===== src/rtl/fetch_stage.sv =====
// Instruction-fetch stage and IF/ID pipeline register for the 5-stage RV32 pipeline.
// Owns the PC, issues instruction-memory requests, and parks one acked
// instruction in a skid buffer while decode is stalled.
module fetch_stage #(
    parameter logic [31:0] RESET_PC = 32'h0000_0000,
    parameter logic [31:0] NOP_INS  = 32'h0000_0013
) (
    input  logic        clk,
    input  logic        rst,
    input  logic        pcsel,
    input  logic [31:0] pc_target,
    input  logic        stall,
    output logic        imem_req,
    output logic [31:0] imem_addr,
    input  logic        imem_ack,
    input  logic [31:0] imem_rdata,
    output logic        ifid_valid,
    output logic [31:0] ifid_ins,
    output logic [31:0] ifid_pc,
    output logic [31:0] ifid_pc4
);

    typedef enum logic [1:0] {
        RST   = 2'd0,
        FETCH = 2'd1,
        HOLD  = 2'd2
    } state_t;

    state_t      state, state_n;
    logic [31:0] pc, pc_n;
    logic [31:0] buf_ins, buf_ins_n;
    logic [31:0] buf_pc, buf_pc_n;
    logic        ifid_valid_n;
    logic [31:0] ifid_ins_n;
    logic [31:0] ifid_pc_n;
    logic [31:0] ifid_pc4_n;

    // Requests go out only while fetching; the address is always the live PC.
    assign imem_req  = (state == FETCH);
    assign imem_addr = pc;

    // Register all fetch state; a redirect or reset squashes any same-cycle ack.
    always_ff @(posedge clk) begin
        if (rst) begin
            state      <= RST;
            pc         <= RESET_PC;
            buf_ins    <= NOP_INS;
            buf_pc     <= 32'h0000_0000;
            ifid_valid <= 1'b0;
            ifid_ins   <= NOP_INS;
            ifid_pc    <= 32'h0000_0000;
            ifid_pc4   <= 32'h0000_0000;
        end else begin
            state      <= state_n;
            pc         <= pc_n;
            buf_ins    <= buf_ins_n;
            buf_pc     <= buf_pc_n;
            ifid_valid <= ifid_valid_n;
            ifid_ins   <= ifid_ins_n;
            ifid_pc    <= ifid_pc_n;
            ifid_pc4   <= ifid_pc4_n;
        end
    end

    // Next-state logic: redirect beats stall, stall beats normal advance.
    always_comb begin
        state_n      = state;
        pc_n         = pc;
        buf_ins_n    = buf_ins;
        buf_pc_n     = buf_pc;
        ifid_valid_n = ifid_valid;
        ifid_ins_n   = ifid_ins;
        ifid_pc_n    = ifid_pc;
        ifid_pc4_n   = ifid_pc4;

        if (pcsel) begin
            pc_n         = {pc_target[31:2], 2'b00};
            ifid_valid_n = 1'b0;
            ifid_ins_n   = NOP_INS;
            buf_ins_n    = NOP_INS;
            buf_pc_n     = 32'h0000_0000;
            state_n      = FETCH;
        end else begin
            case (state)
                RST: begin
                    state_n = FETCH;
                end
                FETCH: begin
                    if (imem_ack && !stall) begin
                        ifid_valid_n = 1'b1;
                        ifid_ins_n   = imem_rdata;
                        ifid_pc_n    = pc;
                        ifid_pc4_n   = pc + 32'd4;
                        pc_n         = pc + 32'd4;
                    end else if (imem_ack && stall) begin
                        buf_ins_n = imem_rdata;
                        buf_pc_n  = pc;
                        pc_n      = pc + 32'd4;
                        state_n   = HOLD;
                    end else if (!imem_ack && !stall) begin
                        ifid_valid_n = 1'b0;
                        ifid_ins_n   = NOP_INS;
                    end
                end
                HOLD: begin
                    if (!stall) begin
                        ifid_valid_n = 1'b1;
                        ifid_ins_n   = buf_ins;
                        ifid_pc_n    = buf_pc;
                        ifid_pc4_n   = buf_pc + 32'd4;
                        state_n      = FETCH;
                    end
                end
                default: begin
                    state_n = RST;
                end
            endcase
        end
    end

endmodule

===== config.mk =====
export PLATFORM = sky130hd
export DESIGN_NAME = fetch_stage
export DESIGN_NICKNAME = d
export VERILOG_FILES = /design/src/rtl/fetch_stage.sv
export SDC_FILE = /design/constraint.sdc
export NUM_CORES = 1
export LEC_CHECK = 0
export BUFFER_PORTS_ARGS = -buffer_cell sky130_fd_sc_hd__buf_2
export CAP_MARGIN = 20
export CORE_MARGIN = 3
export CORE_UTILIZATION = 50
export CTS_BUF_LIST = sky130_fd_sc_hd__clkbuf_2 sky130_fd_sc_hd__clkbuf_4 sky130_fd_sc_hd__clkbuf_8
export DETAILED_ROUTE_END_ITERATION = 7
export PLACE_DENSITY = 0.85
export SLEW_MARGIN = 20
export SYNTH_ARGS = -nofsm -noshare
export SYNTH_HDL_FRONTEND = slang
export SYNTH_SLANG_ARGS = --single-unit

===== constraint.sdc =====
create_clock -name clk -period 5 [get_ports clk]
set_input_delay 0.25 -clock clk [delete_from_list [all_inputs] [get_ports clk]]
set_output_delay 0.25 -clock clk [all_outputs]
set_load 0.05 [all_outputs]

==> results.yml, run 1 <==
outcome:
  status: "finished clean"
hold_path:
  hold_path_class: "input port to register"
  whs_endpoint: "imem_addr[10]"
  hold_start: "pc_target[10]"
  hold_depth: 3
finish:
  regArea_mm2: 0.00374
  antenna_cells: 0
  drive_gt1_frac: 0.193
  n_fill_cell: 1511
  final_cells: 1587
  syn2layout_area_growth_pct: 19.0
  fin_nets: 1420
  finish.utilization: 0.614
  multi_input_area_mm2: 0.00481
worst_setup_path:
  reg2reg_slack_ns: 1.97
  crit_required_ns: 5.41
  path_buf_inv: 0
  max_stage_delay_ns: 0.56
  cp_top_family: "simple AND/OR/NAND/NOR gates"
  crit_path_cell_trace: "nor2b_1 > nand2_1 > a21o_1 > nand2b_1 > nor2_4 > a32o_1"
  startpoint: "state[0]"
  cp_slowest_cell: "nor2_4"
  r2r-start: "state[0]"
  worst_setup_path_start_kind: "register"
  r2r_cells: 6
  crit_type: "register to register"
  regToRegEndpoint: "ifid_pc4[28]"
  critPathMaxFanout: 16
  cp_data_arrival_time_ns: 3.44
  setup.worst_path.end_class: "register"
timing:
  drv_slew: 0
  rsz0062_at_grt: "false"
  hold_viol_final: 0
  tightest_slew_ns: 1.02
  hold_ws_ns: 0.0187
  worst_clock_skew_ns: 0.0152
  tns_ns: 0
  post-route-period-util: 0.606
  min_period_ns: 3.03
  maxSlewHeadroom: 0.320
  setup_violations: 0
  fmax_mhz: 330
logic_synthesis:
  syn_inst: 1195
  post_synth.cell_area_avg_um2: 7.58
  ys_seq_elements: 187
  synth_most_common_cell: "nand2_1"
  synth_compound_area_frac: 0.150
  syn_area_mm2: 0.00906
  synth_area_leaders: "dfxtp_1 (41%), nand2_1 (14%), a21oi_1 (8.1%)"
  synth_top_area_share: 0.413
  ys.flop_type: "dfxtp_1"
  yosysTopAreaCell: "dfxtp_1"
  yosys.area_share.simple: 0.276
  synth_edf_count: 0
  synthTopCellsByCount: "nand2_1 (340), dfxtp_1 (187), a21oi_1 (146)"
  synthMuxAreaShare: 0.0166
  synth_adder_area_share: 0.00276
  ys_warn_count: 0
  yosysSeqAreaShare: 0.413
  synthDistinctLibCells: 55
  postSynth.asyncResetShare: 0
  synth_top_family_by_area: "simple AND/OR/NAND/NOR gates"
  synthXorXnorAreaFrac: 0.0793
clock_network:
  cts_tree: "yes"
  path_clk_slew_ns: 0.10
  htreeDepth: 4
  cts_buffers: 17
  clkSinkCount: 187
  cts_root_buf: "clkbuf_8"
  cts.path.max_buffers: 2
  clkLatencyLatePin_ns: 0.48
  post_cts_buffers: 0
grt:
  grt_pass1_vias: 8494
  track_usage: 0.261
  antenna_found_initial: 0
  grt_start_max_net_pins: 91
  gr-total-overflow: 0
  grt_pass1_wl_mm: 42.5
placement:
  port_buffers: 190
  place_inst: 1514
  finalWeightedCongestion: 0.898
  hpwl_mm: 16.8
power:
  power.leakage_nw: 4.27
  power.density_mw_per_mm2: 287
  ir_drop_uv: 183
die:
  coreArea_mm2: 0.0175
  die_h_um: 141
  dieArea_mm2: 0.0198
  start_util: 0.516
  ios: 199
  die_x_um: 141
  num_rows: 48
routing:
  finalWirelength_mm: 26.4
  route.detailed.drc: 0
  dr.first_iter.drc_count: 742
  wl_per_cell_um: 16.6
  vias: 8943
  postRouteAntennaNets: 0
  vias_per_cell: 5.64
  drt_first_pass_iters: 5
flow_run:
  maxCapViolCount: 0
-- placed cells by master (no fill, tap or decap), types with 4 or more instances in the layout --
cell and instances:
a21oi_1 146, and4_1 5, dlygate4sd3_1 41, nor2_1 108
buf_4 14, dfxtp_1 187, o211ai_1 10, and3_1 6
inv_8 6, clkbuf_8 18, a311oi_1 30, conb_1 6
and2_1 4, buf_2 190, xnor2_1 50, nor4_2 4
mux2i_1 15, nand3_1 30, nand2_1 340, xor2_1 32
nor3_1 12, a32o_1 14, nand4_1 23, inv_1 7
-- how the worst max path moves through the flow --
stage | depth (start not counted) | to
after CTS | 6 | ifid_pc4[28]
after floorplan | 7 | ifid_pc4[30]
after global placement | 6 | ifid_pc4[28]
after global routing | 6 | ifid_pc4[28]
final | 6 | ifid_pc4[28]
after detailed placement | 6 | ifid_pc4[25]
-- power breakdown --
group	total, mW	switching, mW	leakage (nW)	internal (mW)
Clock	1.11	0.620	0.225	0.492
Sequential	1.58	0.0531	1.52	1.53
Combinational	0.406	0.280	2.53	0.126
-- repair_timing --
item,CTS,global route
endpoints found under the hold margin,41,0
hold buffers,41,0
gates resized for setup,0,0
-- metrics by stage --
step / worst slack [ns] / power (mW) / instance area (um^2)
2_1_floorplan: 2.49 / 1.89 / 9080
6_report: 1.97 / 3.10 / 10800
3_5_place_dp: 2.04 / 1.99 / 9920
3_3_place_gp: 2.15 / 1.98 / 9920
5_1_grt: 1.74 / 3.21 / 10800
4_1_cts: 2.00 / 3.11 / 10800
-- cells by family (layout without fill, tap and decap cells) --
group	after synthesis	after routing
fa+ha+maj	2	2
other cells	1	6
simple gates	566	566
mux	15	15
flops	187	187
compound gates	218	218
buf+inv	124	286
xor+xnor	82	82
-- worst reg2reg max path, stage by stage, from the launching register on --
cell	delay (ns)
dfxtp_1	0.43
nor2b_1	0.46
nand2_1	0.40
a21o_1	0.31
nand2b_1	0.55
nor2_4	0.56
a32o_1	0.25
-- routing by layer --
layer  vias up  track usage  share of wire
met1      4142        0.327           0.40
met2       436        0.444           0.49
li1       4294            -              -
met3        71       0.0546          0.090
met4         0       0.0954          0.024
met5         -            0              0
-- sequential cells by signal (all words and copies together), names as in the netlist --
signal      count
ifid_ins       32
buf_pc         30
buf_ins        32
ifid_pc4       30
state           2
ifid_valid      1
imem_addr      30
ifid_pc        30
-- layout make-up --
class                      count  area share
inverter                       9     0.00314
tap                          225      0.0261
multi-input combinational    889       0.446
timing repair buffer         245       0.136
clock buffer                  18      0.0230
clock inverter                14      0.0181
sequential                   187       0.347
Note: power is estimated with default switching activity, not from simulation.
==> run 2: changes to the inputs <==
--- a/config.mk
+++ b/config.mk
@@ -5,6 +5,7 @@
 export SDC_FILE = /design/constraint.sdc
 export NUM_CORES = 1
 export LEC_CHECK = 0
+export ABC_AREA = 1
 export BUFFER_PORTS_ARGS = -buffer_cell sky130_fd_sc_hd__buf_2
 export CAP_MARGIN = 20
 export CORE_MARGIN = 3
==> constraint.sdc (replaced) <==
create_clock -name clk -period 3.1 [get_ports clk]
set_input_delay 0.155 -clock clk [delete_from_list [all_inputs] [get_ports clk]]
set_output_delay 0.155 -clock clk [all_outputs]
set_load 0.05 [all_outputs]
==> run 2 against run 1 <==
Net effect:
- register-to-register slack worse by 1.1 ns
- global-route usage is 3.5 points higher
- setup slack worse by 1.1 ns
- synthesized cell count is 12% higher
- clock-buffer cell count is 1 lower
- via count is 11% higher
- first-iteration DRC count is 40% higher
- hold slack better by 0.0081 ns
- clock power is 48% higher
- routed wire length is 15% higher
- critical endpoint is now ifid_ins[20]
==> results.yml, run 2 <==
timing:
  hold_ws_ns: 0.0268
  setup_ws_ns: 0.880
  tightest_slew_ns: 0.913
  rsz0062_at_grt: "false"
  tns_ns: 0
  setup_violations: 0
  maxSlewHeadroom: 0.390
  hold_viol_final: 0
  drv_slew: 0
  fmax_mhz: 451
  min_period_ns: 2.22
  post-route-period-util: 0.716
  worst_clock_skew_ns: 0.0121
logic_synthesis:
  yosysSeqAreaShare: 0.407
  synth_most_common_cell: "nand2_1"
  syn_area_mm2: 0.00920
  yosysTopAreaCell: "dfxtp_1"
  ys.flop_type: "dfxtp_1"
  synthTopCellsByCount: "nand2_1 (321), dfxtp_1 (187), nor2_1 (150)"
  synth_area_leaders: "dfxtp_1 (41%), nand2_1 (13%), o21ai_0 (7.1%)"
  ys_seq_elements: 187
  ys_warn_count: 0
  synth_top_area_share: 0.407
  post_synth.cell_area_avg_um2: 6.85
  postSynth.asyncResetShare: 0
  synth_edf_count: 0
  synthDistinctLibCells: 37
  syn_inst: 1343
clock_network:
  cts_root_buf: "clkbuf_8"
  cts_tree: "yes"
  clkSinkCount: 187
  cts_resized: 0
  path_clk_slew_ns: 0.11
  htreeDepth: 4
  cts_buffers: 17
  cts_hold_buf: 52
  post_cts_buffers: 0
  clkLatencyLatePin_ns: 0.47
  cts.path.max_buffers: 2
grt:
  grt_pass1_vias: 9026
  grt_pass1_wl_mm: 47.8
  track_usage: 0.296
  grt_start_max_net_pins: 80
  gr-total-overflow: 0
  antenna_found_initial: 1
worst_setup_path:
  setup.worst_path.end_class: "register"
  worst_setup_path_start_kind: "register"
  critPathMaxFanout: 58
  crit_type: "register to register"
  crit_required_ns: 3.41
  cp_data_arrival_time_ns: 2.53
flow_run:
  maxCapViolCount: 0
finish:
  finish.utilization: 0.624
  reg.largest.list: "buf_ins x32, ifid_ins x32"
  drive_gt1_frac: 0.170
  final_common_cell: "nand2_1"
  antenna_cells: 0
  final_cells: 1772
  fin_area_mm2: 0.0110
  most-common-layout-cells: "nand2_1 (321), buf_2 (190), dfxtp_1 (187), nor2_1 (149), o21ai_0 (131)"
  syn2layout_area_growth_pct: 19.7
  fin_nets: 1605
placement:
  hpwl_mm: 20.3
  port_buffers: 190
  place_area_mm2: 0.0101
  place_inst: 1688
  finalWeightedCongestion: 0.993
  place_ws_ns: 0.888
routing:
  vias_per_cell: 5.62
  dr.first_iter.drc_count: 1041
  route.detailed.drc: 0
  drt_first_pass_iters: 8
  vias: 9950
  postRouteAntennaNets: 0
  wl_per_cell_um: 17.1
  finalWirelength_mm: 30.2
die:
  dieArea_mm2: 0.0201
  die_h_um: 142
  num_rows: 48
  ios: 199
  coreArea_mm2: 0.0177
  die_x_um: 142
  start_util: 0.521
power:
  ir_drop_uv: 320
  power.leakage_nw: 4.60
  pwr-share-comb: 0.166
  swShare: 0.331
  clkPwrFrac: 0.324
  total_power_mw: 5.08
  p_switching_mw: 1.68
  power.density_mw_per_mm2: 461
  intPower_mw: 3.39
  p_seq_frac: 0.510
hold_path:
  hold_path_class: "input port to register"
outcome:
  status: "finished clean"
run 2: changes by cell type in the layout (fill, tap and decap cells not counted), sizes merged, moves of 15 or more:
cell,previous run,this run
o21ai,2,147
nor2,111,164
a31oi,1,48
o211ai,10,30
a211oi,4,21
mux2i,15,0
nand4,25,9
inv,16,124
a21oi,146,112
xnor2,50,4
a311oi,30,2
nand2,340,325
nand3,33,59
run 2: cell families after synthesis:
kind of cell    Yosys count  share of synthesized area
fa+ha+maj                 2                    0.00272
flops                   187                      0.407
other cells               1                   0.000407
compound gates          366                      0.223
buf+inv                 202                     0.0946
xor+xnor                 22                     0.0209
simple gates            563                      0.251
run 2: final timing paths:
path / end / slack [ns] / start / cells after the start
worst min-delay path: imem_addr[22] / 0.03 / pc_target[22] / 5
worst max-delay path: ifid_ins[20] / 0.88 / state[1] / 7
worst min register to register: ifid_pc[19] / 0.46 / ifid_pc[19] / 2
worst max register to register: ifid_ins[20] / 0.88 / state[1] / 7
run 2: routing by layer:
| layer | global-route usage | vias up | wire length, um |
|---|---|---|---|
| met3 | 0.0634 | 54 | 2910 |
| li1 | - | 4815 | - |
| met2 | 0.476 | 493 | 13900 |
| met4 | 0.0813 | 2 | 700 |
| met1 | 0.405 | 4586 | 12700 |
| met5 | 0 | - | 7 |
run 2: power groups by stage:
stage | logic [mW] | registers (mW) | clock network (mW)
finish | 0.845 | 2.59 | 1.64
global route | 0.907 | 2.60 | 1.75
CTS | 0.832 | 2.58 | 1.66
detailed placement | 0.779 | 2.64 | 0
global placement | 0.767 | 2.64 | 0
floorplan | 0.334 | 2.86 | 0
run 2: area by class of cell:
class                      count  area (um^2)
sequential                   187         3740
clock buffer                  17          234
timing repair buffer         254         1560
inverter                     115          432
tap                          225          282
multi-input combinational    959         4610
fill                        1585         6640
clock inverter                15          153
run 2: worst max-delay path: stages, from the launching register on:
cell      delay, ns
dfxtp_1        0.43
nand2_2        0.09
inv_2          0.08
buf_4          0.47
buf_4          0.59
nand2_1        0.10
o211ai_1       0.13
a21oi_1        0.12
